<file path="src/rtl/irr_priority_resolver_if.sv">
// Request/acknowledge bundle between the CPU-side pins, the ISR stage and the IRR priority resolver.
interface irr_priority_resolver_if;
  logic [7:0] ir;
  logic       INTA;
  logic [7:0] imr;
  logic       ltim;
  logic       auto_rotate;
  logic       rotate_pulse;
  logic [2:0] rotate_level;
  logic [7:0] isr;
  logic       int_out;
  logic [7:0] irr;
  logic [7:0] irr_highest_bit;
  logic [7:0] isr_highest_bit;
  logic       higher_priority;
  logic [1:0] number_of_ack;
  logic       spurious;

  modport master (
    output ir, INTA, imr, ltim, auto_rotate, rotate_pulse, rotate_level, isr,
    input  int_out, irr, irr_highest_bit, isr_highest_bit, higher_priority,
           number_of_ack, spurious
  );

  modport slave (
    input  ir, INTA, imr, ltim, auto_rotate, rotate_pulse, rotate_level, isr,
    output int_out, irr, irr_highest_bit, isr_highest_bit, higher_priority,
           number_of_ack, spurious
  );
endinterface

</file>
<file path="src/rtl/irr_priority_resolver.sv">
// 8259-style IRR stage: synchronises IR/INTA, holds the IRR, resolves fixed/rotating
// priority against the ISR and sequences the two-pulse INTA acknowledge.
module irr_priority_resolver #(
  parameter int SYNC_STAGES = 2
) (
  input logic                   clk,
  input logic                   reset_n,
  irr_priority_resolver_if.slave bus
);

  typedef enum logic [1:0] {IDLE = 2'd0, ACK1 = 2'd1, ACK2 = 2'd2} ack_state_t;

  ack_state_t state, state_next;

  logic [SYNC_STAGES-1:0][7:0] ir_sync;
  logic [7:0]                  ir_prev;
  logic [SYNC_STAGES-1:0]      inta_sync;
  logic                        inta_prev;

  logic [7:0] irr, irr_next, frozen, ack_clr;
  logic [7:0] irr_cand, irr_hi, isr_hi, ir_s;
  logic [2:0] lowest_prio;
  logic       int_q, spurious_q, hp, inta_s, inta_fall, inta_rise;

  // Highest priority is lowest+1; scan from lowest upward so the last hit wins.
  function automatic logic [7:0] pick_highest(input logic [7:0] v, input logic [2:0] low);
    logic [7:0] res;
    logic [2:0] idx;
    res = '0;
    for (int k = 8; k >= 1; k--) begin
      idx = low + 3'(k);
      if (v[idx]) res = 8'b1 << idx;
    end
    return res;
  endfunction

  // 0 = highest priority, 7 = lowest.
  function automatic logic [2:0] rank_of(input logic [7:0] oh, input logic [2:0] low);
    logic [2:0] r;
    r = '0;
    for (int i = 0; i < 8; i++)
      if (oh[i]) r = 3'(i) - low - 3'd1;
    return r;
  endfunction

  function automatic logic [2:0] index_of(input logic [7:0] oh);
    logic [2:0] r;
    r = '0;
    for (int i = 0; i < 8; i++)
      if (oh[i]) r = 3'(i);
    return r;
  endfunction

  always_ff @(posedge clk) begin
    if (!reset_n) begin
      ir_sync   <= '0;
      ir_prev   <= '0;
      inta_sync <= '1;
      inta_prev <= 1'b1;
    end else begin
      ir_sync[0]   <= bus.ir;
      inta_sync[0] <= bus.INTA;
      for (int i = 1; i < SYNC_STAGES; i++) begin
        ir_sync[i]   <= ir_sync[i-1];
        inta_sync[i] <= inta_sync[i-1];
      end
      ir_prev   <= ir_sync[SYNC_STAGES-1];
      inta_prev <= inta_sync[SYNC_STAGES-1];
    end
  end

  assign ir_s      = ir_sync[SYNC_STAGES-1];
  assign inta_s    = inta_sync[SYNC_STAGES-1];
  assign inta_fall = inta_prev & ~inta_s;
  assign inta_rise = ~inta_prev & inta_s;

  assign irr_cand = pick_highest(irr & ~bus.imr, lowest_prio);
  assign irr_hi   = (state == IDLE) ? irr_cand : frozen;
  assign isr_hi   = pick_highest(bus.isr, lowest_prio);
  assign hp       = (|irr_hi) &&
                    (~|bus.isr || (rank_of(irr_hi, lowest_prio) < rank_of(isr_hi, lowest_prio)));

  always_ff @(posedge clk) begin
    if (!reset_n) state <= IDLE;
    else          state <= state_next;
  end

  always_comb begin
    state_next = state;
    ack_clr    = '0;
    unique case (state)
      IDLE: if (inta_fall) begin
        state_next = ACK1;
        ack_clr    = irr_cand;
      end
      ACK1: if (inta_fall) state_next = ACK2;
      ACK2: if (inta_rise) state_next = IDLE;
      default: state_next = IDLE;
    endcase
    // Ack-clear is applied last so it beats a same-cycle set.
    if (bus.ltim) irr_next = ir_s & ~ack_clr;
    else          irr_next = (irr | (ir_s & ~ir_prev)) & ir_s & ~ack_clr;
  end

  always_ff @(posedge clk) begin
    if (!reset_n) begin
      irr         <= '0;
      frozen      <= '0;
      int_q       <= 1'b0;
      spurious_q  <= 1'b0;
      lowest_prio <= 3'd7;
    end else begin
      irr        <= irr_next;
      spurious_q <= (state == IDLE) && inta_fall && (irr_cand == '0);
      if (state == IDLE && inta_fall) frozen <= irr_cand;
      if (state_next != IDLE) int_q <= 1'b1;
      else if (state != IDLE) int_q <= 1'b0;
      else                    int_q <= hp;
      if (bus.rotate_pulse)
        lowest_prio <= bus.rotate_level;
      else if (state == ACK2 && state_next == IDLE && bus.auto_rotate && |frozen)
        lowest_prio <= index_of(frozen);
    end
  end

  assign bus.int_out         = int_q;
  assign bus.irr             = irr;
  assign bus.irr_highest_bit = irr_hi;
  assign bus.isr_highest_bit = isr_hi;
  assign bus.higher_priority = hp;
  assign bus.number_of_ack   = state;
  assign bus.spurious        = spurious_q;

endmodule
</file>
<file path="src/flat_wrapper.sv">
// flat-port wrapper written by rule: the top's interface ports become plain ports
module irr_priority_resolver_flat 
#(
  parameter int SYNC_STAGES = 2
)
  (clk, reset_n, bus_ir, bus_INTA, bus_imr, bus_ltim, bus_auto_rotate, bus_rotate_pulse, bus_rotate_level, bus_isr, bus_int_out, bus_irr, bus_irr_highest_bit, bus_isr_highest_bit, bus_higher_priority, bus_number_of_ack, bus_spurious);
  irr_priority_resolver_if bus_i ();
  input logic clk;
  input logic reset_n;
  input wire logic [$bits(bus_i.ir)-1:0] bus_ir;
  input wire logic [$bits(bus_i.INTA)-1:0] bus_INTA;
  input wire logic [$bits(bus_i.imr)-1:0] bus_imr;
  input wire logic [$bits(bus_i.ltim)-1:0] bus_ltim;
  input wire logic [$bits(bus_i.auto_rotate)-1:0] bus_auto_rotate;
  input wire logic [$bits(bus_i.rotate_pulse)-1:0] bus_rotate_pulse;
  input wire logic [$bits(bus_i.rotate_level)-1:0] bus_rotate_level;
  input wire logic [$bits(bus_i.isr)-1:0] bus_isr;
  output wire logic [$bits(bus_i.int_out)-1:0] bus_int_out;
  output wire logic [$bits(bus_i.irr)-1:0] bus_irr;
  output wire logic [$bits(bus_i.irr_highest_bit)-1:0] bus_irr_highest_bit;
  output wire logic [$bits(bus_i.isr_highest_bit)-1:0] bus_isr_highest_bit;
  output wire logic [$bits(bus_i.higher_priority)-1:0] bus_higher_priority;
  output wire logic [$bits(bus_i.number_of_ack)-1:0] bus_number_of_ack;
  output wire logic [$bits(bus_i.spurious)-1:0] bus_spurious;
  assign bus_i.ir = bus_ir;
  assign bus_i.INTA = bus_INTA;
  assign bus_i.imr = bus_imr;
  assign bus_i.ltim = bus_ltim;
  assign bus_i.auto_rotate = bus_auto_rotate;
  assign bus_i.rotate_pulse = bus_rotate_pulse;
  assign bus_i.rotate_level = bus_rotate_level;
  assign bus_i.isr = bus_isr;
  assign bus_int_out = bus_i.int_out;
  assign bus_irr = bus_i.irr;
  assign bus_irr_highest_bit = bus_i.irr_highest_bit;
  assign bus_isr_highest_bit = bus_i.isr_highest_bit;
  assign bus_higher_priority = bus_i.higher_priority;
  assign bus_number_of_ack = bus_i.number_of_ack;
  assign bus_spurious = bus_i.spurious;
  irr_priority_resolver #(.SYNC_STAGES(SYNC_STAGES)) u_core (.clk(clk), .reset_n(reset_n), .bus(bus_i));
endmodule
</file>
<file path="config.mk">
export PLATFORM = sky130hd
export DESIGN_NAME = irr_priority_resolver_flat
export DESIGN_NICKNAME = d
export VERILOG_FILES = /design/src/rtl/irr_priority_resolver_if.sv /design/src/rtl/irr_priority_resolver.sv /design/src/flat_wrapper.sv
export SDC_FILE = /design/constraint.sdc
export NUM_CORES = 1
export LEC_CHECK = 0
export CAP_MARGIN = 20
export CORE_MARGIN = 1
export CORE_UTILIZATION = 45
export CTS_CLUSTER_SIZE = 24
export DETAILED_ROUTE_END_ITERATION = 8
export MAX_ROUTING_LAYER = met4
export PLACE_DENSITY_LB_ADDON = 0.12
export RECOVER_POWER = 25
export SYNTH_ARGS = -nofsm -noshare
export SYNTH_HDL_FRONTEND = slang
export SYNTH_SLANG_ARGS = --single-unit
</file>
<file path="constraint.sdc">
create_clock -name clk -period 6.55 [get_ports clk]
set_input_delay 1.31 -clock clk [delete_from_list [all_inputs] [get_ports clk]]
set_output_delay 1.31 -clock clk [all_outputs]
set_load 0.05 [all_outputs]
</file>
# ---- Word-level counts from Yosys, hierarchy flattened
# Cells that the tools add are included.
dict set report word_totals {
  ff_bits 50
  input_bits 33
  out_inout_bits 29
  word_cells 166
}
dict set report classes {
  addsub 23
  magnitude_cmp 9
  n_eq_ne 2
  shift 8
  mux 83
  bitwise_logic 13
  reduce_logical 17
}
# op n
set op_table {}
lappend op_table {{two-way mux 8 bit} 20}
lappend op_table {{two-way mux 3 bit} 22}
lappend op_table {{<< shifter 1 x 3 -> 8 bit, first input constant} 8}
lappend op_table {{binary-select mux 1 bit (select 3 bit)} 16}
lappend op_table {{AND 8 bit} 5}
lappend op_table {{less-than comparator 3 x 4 -> 1 bit, second input constant} 8}
lappend op_table {{NOT 8 bit} 3}
lappend op_table {{OR reduction 8 bit} 3}
lappend op_table {{subtractor 3 x 1 -> 3 bit, second input constant} 8}
lappend op_table {{two-way mux 1 bit} 19}
lappend op_table {{adder 3 bit, second input constant} 4}
lappend op_table {{subtractor 3 bit, first input constant} 4}
lappend op_table {{two-way mux 2 bit} 5}
lappend op_table {{zero test 8 bit} 1}
lappend op_table {{bitwise OR 8 bit} 1}
lappend op_table {{adder 3 x 2 -> 3 bit, second input constant} 2}
lappend op_table {{logical AND 1 bit} 6}
lappend op_table {{one-hot mux 2 bit (3 select lines)} 1}
lappend op_table {{nonzero test 2 bit} 3}
lappend op_table {{subtractor 1 x 3 -> 3 bit, first input constant} 2}
lappend op_table {{subtractor 2 x 3 -> 3 bit, first input constant} 2}
lappend op_table {{zero test 2 bit} 2}
lappend op_table {{adder 3 x 1 -> 3 bit, second input constant} 1}
lappend op_table {{less-than comparator 3 bit} 1}
lappend op_table {{6 further kinds} 8}

# ---- Depth between registers and ports, before layout
dict set report logic_depth {
  ltp_word 26
  mapped_depth 27
  ltp_nobuf 21
}

# ---- Worst setup path after synthesis
# OpenSTA, ideal clock, no wires.
dict set report synth_path {
  path_kind {reg-to-output}
  startpoint {register u_core.lowest_prio[1]}
  endpoint {output bus_higher_priority}
  arrival_time_ns 6.570
  required_ns 5.240
  path_slack_ns -1.330
  stages_incl_launch_ff 27
  n_path_buf 5
  cell_sequence {dfxtp_1 > buf_6 > buf_6 > buf_2 > clkbuf_1 > inv_1 > ha_1 > ha_1 > buf_2 > mux4_2 > mux2i_1 > nand4_1 > or2_1 > o41ai_2 > nor2b_1 > a32o_1 > nor3_2 > a31oi_1 > o221a_1 > o31ai_1 > ha_1 > nand2_1 > a21oi_1 > inv_1 > a311oi_2 > a22oi_1 > o21a_1}
}
dict set report synth_between {
  elab_cells_between_ends 100
  cone_classes {23 x add/sub; 1 x order compare; 8 x shift; 65 x mux; 3 x reduce/logical}
}
# item line_no
set synth_lines {}
lappend synth_lines {{start: declaration} irr_priority_resolver.sv:22} ;# logic [2:0] lowest_prio;
lappend synth_lines {{start signal: assignment} irr_priority_resolver.sv:120} ;# lowest_prio <= bus.rotate_level;
lappend synth_lines {{start signal: assignment} irr_priority_resolver.sv:122} ;# lowest_prio <= index_of(frozen);
lappend synth_lines {{adder 3 bit or binary-select mux 1 bit (select 3 bit) (tied branches)} {irr_priority_resolver.sv:31, irr_priority_resolver.sv:32}}
lappend synth_lines {{binary-select mux 1 bit (select 3 bit) or two-way mux 1 bit (tied branches)} irr_priority_resolver.sv:32} ;# if (v[idx]) res = 8'b1 << idx;
lappend synth_lines {{two-way mux 1 bit (not written as such) or two-way mux 8 bit (tied branches)} irr_priority_resolver.sv:32}
lappend synth_lines {{two-way mux 8 bit (6 in a row)} irr_priority_resolver.sv:32}
lappend synth_lines {{two-way mux 8 bit (*)} irr_priority_resolver.sv:32}
lappend synth_lines {{net bus_isr_highest_bit[1]} flat_wrapper.sv:21} ;# output wire logic [$bits(bus_i.isr_highest_bit)-1:0] bus_isr_highest_bit;
lappend synth_lines {{two-way mux 3 bit (*) (7 in a row)} irr_priority_resolver.sv:42} ;# if (oh[i]) r = 3'(i) - low - 3'd1;
lappend synth_lines {{less-than comparator 3 bit (*)} irr_priority_resolver.sv:81} ;# (~|bus.isr || (rank_of(irr_hi, lowest_prio) < rank_of(isr_hi, lowest_prio)));
lappend synth_lines {{logical OR 1 bit (*)} irr_priority_resolver.sv:81}
lappend synth_lines {{logical AND 1 bit (*)} irr_priority_resolver.sv:80} ;# assign hp = (|irr_hi) &&
lappend synth_lines {{end: declaration} flat_wrapper.sv:22} ;# output wire logic [$bits(bus_i.higher_priority)-1:0] bus_higher_priority;
# Mark *: on every way through the listed nets, which the timed path passes. The rest lies on a longest branch. The select of a mux whose other input is x is not followed.

# ---- Worst setup path in the final report
dict set report layout_path {
  startpoint {input bus_imr[7]}
  endpoint {output bus_higher_priority}
}
dict set report layout_between {
  elab_chain_cells 24
  elab_cells_between_ends 39
  cone_classes {1 x order compare; 33 x mux; 2 x bitwise; 3 x reduce/logical}
}
# item line_no
set layout_lines {}
lappend layout_lines {{start: declaration} flat_wrapper.sv:12} ;# input wire logic [$bits(bus_i.imr)-1:0] bus_imr;
lappend layout_lines {{NOT 8 bit (*)} irr_priority_resolver.sv:77} ;# assign irr_cand = pick_highest(irr & ~bus.imr, lowest_prio);
lappend layout_lines {{AND 8 bit (*)} irr_priority_resolver.sv:77}
lappend layout_lines {{binary-select mux 1 bit (select 3 bit)} irr_priority_resolver.sv:32}
lappend layout_lines {{two-way mux 1 bit (not written as such)} irr_priority_resolver.sv:32}
lappend layout_lines {{two-way mux 8 bit (7 in a row)} irr_priority_resolver.sv:32}
lappend layout_lines {{two-way mux 8 bit (*)} irr_priority_resolver.sv:32}
lappend layout_lines {{two-way mux 8 bit (*)} irr_priority_resolver.sv:78} ;# assign irr_hi = (state == IDLE) ? irr_cand : frozen;
lappend layout_lines {{two-way mux 3 bit (8 in a row)} irr_priority_resolver.sv:42}
lappend layout_lines {{less-than comparator 3 bit} irr_priority_resolver.sv:81}
lappend layout_lines {{logical OR 1 bit} irr_priority_resolver.sv:81}
lappend layout_lines {{logical AND 1 bit (*)} irr_priority_resolver.sv:80}
# Mark *: on every way between the ends. The rest lies on a longest branch, timed or not. The select of a mux whose other input is x is not followed.

==> flow_summary.toml <==
[critical_path]
critPathSlowestCell = "mux4_2"
crit_type = "input pin to output pin"
worstPathArrival_ns = 5.29
cp_top_family = "compound AO/OA/AOI/OAI gates"
crit_required_ns = 5.24
slowest_delay_ns = 0.50
cp.depth = 24
rr_endpoint = "u_core.bus.int_out$_SDFF_PN0_"
endpoint_kind = "output pin"
critPathLaunch = "bus_imr[7]"
r2r_slack_ns = 1.56
worstPathMaxFanout = 4
path_buf_inv = 7
path_cells = "buf_8 > nor2b_4 > buf_6 > mux4_2 > mux2i_2 > buf_4 > nand4_4 > buf_6 > buf_4 > a21oi_4 > a221oi_4 > a21o_1 > nor2b_1 > a221oi_2 > o21ai_1 > a32o_1 > ha_1 > nand2_1 > a21oi_2 > inv_1 > a311oi_2 > a22oi_2 > o21a_2 > buf_12"
r2r_start = "u_core.lowest_prio[0]$_SDFFE_PN1P_"
ff2ff_path_depth = 23
startpoint_type = "input pin"

[timing]
hold_violations = 0
maxSlewHeadroom = 0.4613
setup_viol_count_final = 1
setup_slack_ns = -0.05053
drv_slew = 0
rsz0062_at_grt = "true"
tns_ns = -0.05053
fin_skew_ns = 0.003903
fin_crit_sh = 1.008
fin_crit_ns = 6.601
fmax_mhz = 151.5
tightest_slew_ns = 0.8081

[clock_network]
clockRootBuffer = "clkbuf_16"
cts_hold_buf = 0
cts_sinks = 50
cts_buffers = 5
clk_path_buf_depth = 2
htreeDepth = 2
cts_tree = "yes"
clkLatencyLatePin_ns = 0.29
clkSlewWorstSetupHoldPaths_ns = 0.06

[grt]
grt_antenna_before_repair = 0
grt.overflow.total = 0
gr-usage-all-layers = 0.3725
grt_max_degree = 43
grt_pass1_vias = 6798
grt_pass1_wl_um = 36680

[die]
rows = 40
dieArea_um2 = 13110
core-area_um2 = 12160
start_util = 0.4684
pin_count = 62
die_w_um = 114.5
die_y_um = 114.5

[finish]
nNetsFinal = 955
final_area_um2 = 8637
num-fill-cells = 924
multi_input_area_um2 = 4933
drive_gt1_frac = 0.4267
areaGrowthSynthToFinish_pct = 51.61
antenna_cells = 0
seqCellArea_um2 = 1003
layout_commonest_cell = "buf_4"
final_cell_mix = "buf_4 (192), nand2_1 (65), dfxtp_1 (48), nor2_1 (41), and2_1 (35)"

[placement]
place_area_um2 = 7706
place_hpwl_um = 17280
place_congestion = 1.068
io_buffer_count = 61

[hold_path]
whs_endpoint = "u_core.bus.irr[1]$_SDFF_PN0_"
hp-start = "u_core.ir_prev[1]$_SDFF_PN0_"
holdPathStages = 1
hold_path_class = "flop to flop"

[synthesis]
ys_ff_latch = 50
syn_inst = 680
yosysWarnings = 0
syn_area_um2 = 5697
syn-mean-instance-area_um2 = 8.378
synth_seq_area_share = 0.1757
synth-simple-area-share = 0.2754
synthXorXnorAreaFrac = 0.007468
ys.flop_type = "dfxtp_1"
synth_nets = 729
synth_compound_area_frac = 0.2682
synth-edff-count = 0
yosys-mux-area-fraction = 0.1799
synth_top_family_by_area = "simple AND/OR/NAND/NOR gates"
synth-async-reset-ratio = 0
synthAdderAreaFrac = 0.03514
ys_types = 95

[pwr]
p_leak_uw = 0.003535
ir_drop_v = 0.0002419
power_density_nw_per_um2 = 174.4

[route]
drt_iter0_drc = 768
wl_met3_um = 2176
post_drt_wl_per_cell_um = 21.83
routed_wl_um = 23470
vias = 6830
routed_via_density = 6.353
dr.pass1.iters = 5
drc = 0
wl_met2_um = 10800
met1Wirelength_um = 9695
postRouteAntennaNets = 0
top_layer_used = "met4"

[outcome]
outcome = "finished with violations"
violations = "setup timing"

[run]
maxCapViolCount = 0
[layout make-up]
class	instances	share of cell area
clock buffer	6	0.01608
clock inverter	2	0.001883
inverter	23	0.01130
multi-input combinational	566	0.5712
sequential	50	0.1162
tap	168	0.02434
timing repair buffer	260	0.2590
[state kept, by name, indices dropped and copies added, names as in the netlist]
name / flops
u_core.bus.number_of_ack: 2
u_core.frozen: 8
u_core.ir_s: 8
u_core.inta_prev: 1
u_core.ir_sync: 8
u_core.bus.spurious: 1
u_core.ir_prev: 8
u_core.inta_sync: 2
u_core.lowest_prio: 3
u_core.bus.int_out: 1
u_core.bus.irr: 8
[synth_stat cells (7+ instances only)]
cell / count / area share
a211o_1: 7 / 0.011
a211oi_1: 11 / 0.014
a21oi_1: 33 / 0.029
a221oi_1: 11 / 0.017
a32oi_1: 8 / 0.012
and2_1: 41 / 0.045
buf_6: 10 / 0.020
clkbuf_1: 23 / 0.015
dfxtp_1: 50 / 0.18
ha_1: 16 / 0.035
inv_1: 20 / 0.013
mux2_2: 9 / 0.018
mux2i_1: 25 / 0.044
mux4_2: 27 / 0.11
nand2_1: 67 / 0.044
nand2b_1: 16 / 0.018
nand3_1: 23 / 0.020
nand4_1: 16 / 0.018
nor2_1: 42 / 0.028
nor2b_1: 23 / 0.025
nor3_1: 11 / 0.0097
nor4_1: 10 / 0.011
o21ai_0: 21 / 0.018
[metrics by stage]
step | cells | total power (uW) | setup slack [ns] | hold WS (ns) | utilization
2_1_floorplan | 680 | 785.8 | -0.2452 | 0.3863 | -
3_3_place_gp | 1034 | 1133 | -0.6797 | 0.3892 | 0.6336
3_5_place_dp | 1034 | 1138 | -0.6116 | 0.4132 | 0.6336
4_1_cts | 1069 | 1468 | 0.0008105 | 0.4237 | 0.6969
5_1_grt | 1075 | 1571 | -0.1433 | 0.4389 | 0.7102
6_report | 1075 | 1506 | -0.05053 | 0.4192 | 0.7102
[layer usage]
metal | global-route usage | up-vias
met5 | - | -
met3 | 0.06300 | 74
li1 | - | 3083
met1 | 0.4808 | 3259
met4 | 0.1437 | 0
met2 | 0.5818 | 414
[worst reg2reg max path, cell delays in order, from the launching register on]
cell and delay (ns):
dfxtp_2 0.39, inv_6 0.10, ha_4 0.22, ha_4 0.41, mux4_2 0.59, mux2i_4 0.20
nand4_1 0.14, or2_4 0.27, o41ai_4 0.36, buf_4 0.18, nor2b_4 0.13, a32o_2 0.13
nor3_2 0.05, a31oi_1 0.15, o221a_1 0.22, o31ai_2 0.07, ha_1 0.30, nand2_1 0.06
a21oi_2 0.12, inv_1 0.07, a311oi_2 0.21, a22oi_2 0.09, buf_4 0.14, o31a_1 0.26
[worst max-delay path by stage]
stage	endpoint
5_1_grt	bus_higher_priority
2_1_floorplan	bus_higher_priority
6_report	bus_higher_priority
3_5_place_dp	bus_higher_priority
4_1_cts	bus_higher_priority
3_3_place_gp	bus_higher_priority
[report_power, final]
part           switching (uW)  leakage [uW]  internal [uW]
sequential               9.15      0.000409            317
clock                     110     0.0000735            153
combinational             479       0.00305            438
total                     598       0.00353            908
[repair_timing]
action | in CTS | in global routing
pin swaps | 53 | 21
gates resized for setup | 165 | 24
endpoints found under the hold margin | 0 | 0
buffers inserted | 29 | 5
setup endpoints to repair | 1 | 1
[cells by family after synthesis]
kind of cell,count (synthesis)
buf+inv,64
flops,50
fa+ha+maj,16
xor+xnor,4
simple gates,288
mux,65
compound gates,193
No activity file was read; power rests on OpenSTA's default activity.
